File: src/rtl/seg7_scan.sv
// Multiplexed N-digit 7-segment scanner: hex decode, decimal points, per-digit enable,
// leading-zero blanking, anti-ghosting blank interval and a per-frame input snapshot.
module seg7_scan #(
  parameter int DIGITS         = 6,
  parameter int DIV            = 1024,
  parameter int BLANK          = 16,
  parameter int SEG_ACTIVE_LOW = 1,
  parameter int DIG_ACTIVE_LOW = 1
) (
  input  logic                  clk,
  input  logic                  reset,
  input  logic [4*DIGITS-1:0]   din,
  input  logic [DIGITS-1:0]     dp,
  input  logic [DIGITS-1:0]     en,
  input  logic                  lz_blank,
  output logic [6:0]            segments,
  output logic                  dp_out,
  output logic [DIGITS-1:0]     digits,
  output logic                  frame
);

  localparam int PW = (DIV > 1) ? $clog2(DIV) : 1;
  localparam int IW = (DIGITS > 1) ? $clog2(DIGITS) : 1;

  // Pin levels for "off"; XOR with an active-high pattern gives the pin level.
  localparam logic [6:0]        SEG_OFF = (SEG_ACTIVE_LOW != 0) ? 7'h7F : 7'h00;
  localparam logic              DP_OFF  = (SEG_ACTIVE_LOW != 0);
  localparam logic [DIGITS-1:0] DIG_OFF = (DIG_ACTIVE_LOW != 0) ? {DIGITS{1'b1}} : {DIGITS{1'b0}};

  function automatic logic [6:0] hex7(input logic [3:0] h);
    case (h)
      4'h0: hex7 = 7'h3F;  4'h1: hex7 = 7'h06;  4'h2: hex7 = 7'h5B;  4'h3: hex7 = 7'h4F;
      4'h4: hex7 = 7'h66;  4'h5: hex7 = 7'h6D;  4'h6: hex7 = 7'h7D;  4'h7: hex7 = 7'h07;
      4'h8: hex7 = 7'h7F;  4'h9: hex7 = 7'h6F;  4'hA: hex7 = 7'h77;  4'hB: hex7 = 7'h7C;
      4'hC: hex7 = 7'h39;  4'hD: hex7 = 7'h5E;  4'hE: hex7 = 7'h79;  default: hex7 = 7'h71;
    endcase
  endfunction

  logic [PW-1:0]         presc;
  logic [IW-1:0]         idx;
  logic [4*DIGITS-1:0]   snap_din;
  logic [DIGITS-1:0]     snap_dp;
  logic [DIGITS-1:0]     snap_en;
  logic                  snap_lz;

  logic                  cap;
  logic [4*DIGITS-1:0]   cur_din;
  logic [DIGITS-1:0]     cur_dp;
  logic [DIGITS-1:0]     cur_en;
  logic                  cur_lz;
  logic [3:0]            nib;
  logic                  upper_nz;
  logic                  suppressed;
  logic                  lit;
  logic [6:0]            seg_p0;
  logic                  dp_p0;
  logic [DIGITS-1:0]     dig_p0;

  logic [6:0]            seg_p1;
  logic                  dp_p1;
  logic [DIGITS-1:0]     dig_p1;
  logic                  vld_p1;

  // Stage p0: decode the slot selected by prescaler/idx. In the capture cycle the
  // live inputs are used so the slot always shows what the snapshot is about to hold.
  always_comb begin
    cap      = (presc == '0) && (idx == '0);
    cur_din  = cap ? din      : snap_din;
    cur_dp   = cap ? dp       : snap_dp;
    cur_en   = cap ? en       : snap_en;
    cur_lz   = cap ? lz_blank : snap_lz;
    nib      = cur_din[{idx, 2'b00} +: 4];
    upper_nz = 1'b0;
    // Disabled digits never keep a lower zero lit.
    for (int j = 0; j < DIGITS; j++) begin
      if ((j >= int'(idx)) && cur_en[j] && (cur_din[4*j +: 4] != 4'h0)) upper_nz = 1'b1;
    end
    suppressed = cur_lz && (idx != '0) && !upper_nz;
    lit        = (presc >= PW'(BLANK)) && cur_en[idx] && !suppressed;
    seg_p0     = lit ? hex7(nib) : 7'h00;
    dp_p0      = lit & cur_dp[idx];
    dig_p0     = '0;
    if (lit) dig_p0[idx] = 1'b1;
  end

  // Stage p1: registered pins; frame marks the cycle after the snapshot capture.
  always_ff @(posedge clk) begin
    if (!reset) begin
      presc    <= '0;
      idx      <= '0;
      snap_din <= '0;
      snap_dp  <= '0;
      snap_en  <= '0;
      snap_lz  <= 1'b0;
      seg_p1   <= SEG_OFF;
      dp_p1    <= DP_OFF;
      dig_p1   <= DIG_OFF;
      vld_p1   <= 1'b0;
    end else begin
      if (presc == PW'(DIV - 1)) begin
        presc <= '0;
        idx   <= (idx == IW'(DIGITS - 1)) ? '0 : idx + 1'b1;
      end else begin
        presc <= presc + 1'b1;
      end
      if (cap) begin
        snap_din <= din;
        snap_dp  <= dp;
        snap_en  <= en;
        snap_lz  <= lz_blank;
      end
      seg_p1 <= seg_p0 ^ SEG_OFF;
      dp_p1  <= dp_p0 ^ DP_OFF;
      dig_p1 <= dig_p0 ^ DIG_OFF;
      vld_p1 <= cap;
    end
  end

  assign segments = seg_p1;
  assign dp_out   = dp_p1;
  assign digits   = dig_p1;
  assign frame    = vld_p1;

endmodule

File: config.mk
export PLATFORM = sky130hd
export DESIGN_NAME = seg7_scan
export DESIGN_NICKNAME = d
export VERILOG_FILES = /design/src/rtl/seg7_scan.sv
export SDC_FILE = /design/constraint.sdc
export NUM_CORES = 1
export LEC_CHECK = 0
export CAP_MARGIN = 20
export CELL_PAD_IN_SITES_DETAIL_PLACEMENT = 1
export CELL_PAD_IN_SITES_GLOBAL_PLACEMENT = 2
export CORE_ASPECT_RATIO = 0.8
export CORE_MARGIN = 10
export CORE_UTILIZATION = 34
export CTS_CLUSTER_DIAMETER = 120
export CTS_CLUSTER_SIZE = 10
export DETAILED_ROUTE_END_ITERATION = 10
export PLACE_DENSITY_LB_ADDON = 0.2
export SLEW_MARGIN = 20
export SYNTH_ARGS = -nofsm -noshare
export SYNTH_HDL_FRONTEND = slang
export SYNTH_SLANG_ARGS = --single-unit
File: constraint.sdc
create_clock -name clk -period 6.9 [get_ports clk]
set_input_delay 0.69 -clock clk [delete_from_list [all_inputs] [get_ports clk]]
set_output_delay 0.69 -clock clk [all_outputs]
set_load 0.005 [all_outputs]
After elaboration in Yosys (flattened, before gate mapping)
Memory sizes are Yosys's and may differ from the RTL's.
Index checks and enable logic that the tools add are counted.
Widths: inputs -> output; s select.

word-level totals
  memory bits (read-only) = 112
  logic and storage cells = 79
  memories = 1
  bits in registers = 65

operators by class
  add/sub/neg operators = 2
  $lt $le $gt $ge = 9
  reduce and logical (&&, ||, !) cells = 30
  shifts and indexed selects = 1
  muxes and demuxes = 19
  equal/unequal tests = 2
  bitwise logic cells = 5

memories
  memory           depth  width  read ports  clocked after memory_dff  wr ports  line  RTL
  (no name shown)  16     7      1           0                         0         31    case (h)

operator list
  kind                   count
  $mux 24                1
  $reduce_bool 4->1      6
  $shiftx 24x6->4        1
  $logic_and 1x1->1      18
  $mux 6                 3
  $add 10x1->10 const B  1
  $eq 10x10->1 const B   1
  $ge 10x5->1 const B    1
  $logic_not 10->1       1
  $mux 1                 10
  $mux 7                 1
  $not 7->7              1
  $bmux 1 s3             2
  $ge 1x3->1 const A     2
  $ge 2x3->1 const A     2
  $ge 3x3->1 const A     2
  $not 6->6              1
  $lt 3x4->1 const B     1
  $add 3x1->3 const B    1
  $demux 1 s3            1
  $eq 3x3->1 const B     1
  $ge 3x1->1 const B     1
  $logic_not 3->1        1
  $mux 3                 1
  other kinds (5)        7

Depth between registers and ports, before layout
  depth after elaboration = 17
  mapped depth = 16
  depth with buffers taken out = 12

Least setup slack after synthesis
OpenSTA, ideal clock, no wires.

  path kind = register to register
  from = register idx[0]
  to = register seg_p1[0] (netlist: segments[0])
  buffers on the path = 4
  data arrival time = 3.478 ns
  library setup time = 0.134 ns
  clock period less this slack = 3.613 ns
  stages on the path, launching flop included = 17
  path slack = 3.287 ns
  required time = 6.766 ns
  path through = dfxtp_1 -> inv_1 -> buf_1 -> ha_1 -> nor4b_2 -> nand4_1 -> buf_6 -> buf_6 -> buf_4 -> mux2i_1 -> o22ai_1 -> a211oi_1 -> inv_1 -> ha_1 -> or3_1 -> o21ai_1 -> o21ai_1

on the way
  word-level cells in the longest chain between the ends = 17

ends and longest elaborated chain
  what                                                                   line  RTL
  start: declaration                                                     40    logic [IW-1:0] idx;
  start signal: assignment                                               102   idx <= (idx == IW'(DIGITS - 1)) ? '0 : idx + 1'b1;
  parallel branches: the longest is 15 deep, another holds $mem_v2 16x7  n/a
  $mux 7 (*)                                                             80    seg_p0 = lit ? hex7(nib) : 7'h00;
  $not 7->7 (no source line) (*)                                         n/a
  end signal: assignment                                                 112   seg_p1 <= seg_p0 ^ SEG_OFF;
  end: declaration                                                       59    logic [6:0] seg_p1;

Every way passes the cells marked *. The select of a mux whose other input is x is not followed.
A chain may end at the register's enable or synchronous reset.

Worst setup path after layout
Same ends and word-level chain as after synthesis.

==> flow_summary.toml <==
[placed_design]
dpl.hpwl_um = 6508
dp_slack_ns = 2.397
portBuffers = 53
gp_congestion = 0.8177
dpl_cell_area_um2 = 3622
dp.cells = 481

[yosys]
ys_ff_latch = 65
synth_most_common_cell = "dfxtp_1"
yosysSeqAreaShare_pct = 42.99
syn_nets = 381
synthTopCellsByCount = "dfxtp_1, nor2_1, mux2i_1"
async_flop_share_pct = 0
synth_area_um2 = 3027
synth-edff-count = 0
ys_top_cells_by_area = "dfxtp_1, mux2i_1, nor2_1, ha_1, nand2_1"
synth_cells = 331
ys_types = 41
synth_top_area_cell = "dfxtp_1"
synth.top_cell.area_share_pct = 42.99
ys.flop_type = "dfxtp_1"
avgSynthCellArea_um2 = 9.144
yosysWarnings = 0

[floorplanning]
start_util_pct = 35.21
core_um2 = 8596
die_y_um = 104.4
dieWidth_um = 125.5
io_pins = 54
rows = 30
die-area_um2 = 13100

[timing]
grt_setup_unrepaired = "no"
setup_tns_ns = 0
setup-violations-final = 0
period_share_pct = 65.10
layout_setup_ws_ns = 2.408
final-hold-violation-count = 0
maxSlewViolCount = 0
slew_headroom_pct = 35.31
period_minus_slack_ns = 4.492
skew_ns = 0.006861
max_slew.worst_pin.slew_ns = 0.9645
fmax_ghz = 0.2226

[finish]
stdcell_count = 495
diodes = 0
utilization_pct = 44.10
syn2layout_area_growth_pct = 25.26
final_layout_size_suffix_gt1_share_pct = 6.266
finalNetCount = 430
nFillCells = 999
stdcell_area_um2 = 3791

[pwr]
p_clk_share_pct = 33.4
swShare_pct = 27.89
ir_drop_mv = 0.07309
seqPwrFrac_pct = 48.1
internal_power_mw = 0.6159
powerDensity_nw_per_um2 = 225.3
combPwrFrac_pct = 18.5
power_leakage_nw = 1.541
switchingPower_mw = 0.2382

[clock_tree]
cts_resized = 0
hold_buffers = 0
cts_tree = "yes"
clkLatencyLatePin_ns = 0.34
post_cts_buffers = 0
cts.sinks = 65
path_clk_slew_ns = 0.07
cts_root_buf = "clkbuf_8"
cts_buffers = 9
clockBufferDepth = 2
htree_levels = 3

[drt]
wl_um = 8474
drt.antenna.violating_nets = 0
wl_per_cell_um = 17.12
vias = 2537
route.detailed.drc = 0
post_drt_via_cell_ratio = 5.125
drt_iter0_drc = 141
dr.pass1.iters = 4

[setup_path]
cp-end-kind = "flip-flop"
crit_type = "reg -> reg"
path_max_fanout = 31
required_ns = 7.08
startpoint_type = "flip-flop"
worst_ep_arrival_time_ns = 4.67

[global_route]
gr-max-usage-layer = "met1"
use_met2_pct = 18.26
grt_use_met1_pct = 18.76
grt_use_total_pct = 13.14
grt_max_degree = 32
grt-ovfl-total = 0
grt_pass1_vias = 2651
met3_usage_pct = 3.923
grt_first_pass_wirelength_um = 14190
antenna_found_initial = 0

[min_path]
hold_path_class = "reg -> reg"

[flow_run]
maxCapViolations = 0

[status]
outcome = "complete, no violations"
layer usage:
layer	wire, um	share of wire, %
met5	0	0
met4	111	1.3
met3	439	5.2
met2	3452	41
met1	4469	53
per-stage QoR:
step                      power, mW  hold slack (ns)
after floorplan              0.5258           0.4414
after global placement       0.5762           0.4705
after detailed placement     0.5778           0.4759
after CTS                    0.8661           0.4927
after global routing         0.9039           0.5298
final                        0.8541           0.4861
critical path, stage by stage (launching register included):
cell	delay [ns]
dfxtp_1	0.59
inv_1	0.37
ha_1	0.33
nor4b_2	0.16
nand4_1	0.16
buf_4	0.46
mux2i_1	0.29
o21ai_0	0.10
a211oi_1	0.85
inv_1	0.17
ha_1	0.31
or3_1	0.38
o21ai_1	0.08
o21ai_1	0.08
cells in the final DEF, fill, tap and decap left out, types with 5 or more instances in the layout:
master	netlist	final
dfxtp_1	65	65
nor2_1	59	59
clkdlybuf4s50_1	0	53
mux2i_1	45	45
nand2_1	26	26
ha_1	11	11
clkbuf_8	0	11
nand3_1	10	10
o41ai_1	10	10
inv_1	8	8
o211ai_1	8	8
o21ai_0	6	6
o22ai_1	6	6
a21oi_1	6	6
or3_1	5	5
a22oi_1	5	5
xor2_1	5	5
area by class of cell:
| class | instances | area [um2] | area share, % |
|---|---|---|---|
| inverter | 9 | 33.78 | 0.8911 |
| timing repair buffer | 56 | 553.0 | 14.59 |
| clock buffer | 11 | 151.4 | 3.993 |
| sequential | 65 | 1301 | 34.32 |
| tap | 112 | 140.1 | 3.696 |
| multi-input combinational | 239 | 1594 | 42.05 |
| clock inverter | 3 | 17.52 | 0.4620 |
power by group through the flow:
stage	sequential (mW)	clock (mW)	combinational [mW]
finish	0.410	0.285	0.158
global route	0.413	0.314	0.177
CTS	0.410	0.296	0.159
detailed placement	0.419	0	0.159
global placement	0.418	0	0.158
floorplan	0.415	0	0.111
registers in the layout, summed over array words and instances (netlist names):
| name | flops |
|---|---|
| snap_din | 24 |
| digits | 6 |
| snap_en | 6 |
| segments | 7 |
| snap_lz | 1 |
| frame | 1 |
| presc | 10 |
| idx | 3 |
| snap_dp | 6 |
| dp_out | 1 |
cells by family (layout without fill, tap and decap cells):
kind of cell	count (synthesis)	after routing	share of synthesized area (%)
and+or+nand+nor	121	121	18.23
muxes	46	46	15.25
adders and majority gates	11	11	4.547
DFF	65	65	42.99
AOI/OAI and AO/OA	52	52	11.86
xor gates and xnor gates	9	9	2.604
buffers and inverters	27	79	4.506
path summary, 6_finish.rpt:
kind	startpoint	endpoint	slack, ns	cells after the start
max	idx[0]$_SDFFE_PN0P_	segments[0]$_SDFF_PN1_	2.41	13
min	presc[0]$_SDFF_PP0_	presc[0]$_SDFF_PP0_	0.49	1
max reg2reg	idx[0]$_SDFFE_PN0P_	segments[0]$_SDFF_PN1_	2.41	13
min reg2reg	presc[0]$_SDFF_PP0_	presc[0]$_SDFF_PP0_	0.49	1
(Power assumes the default switching activity.)
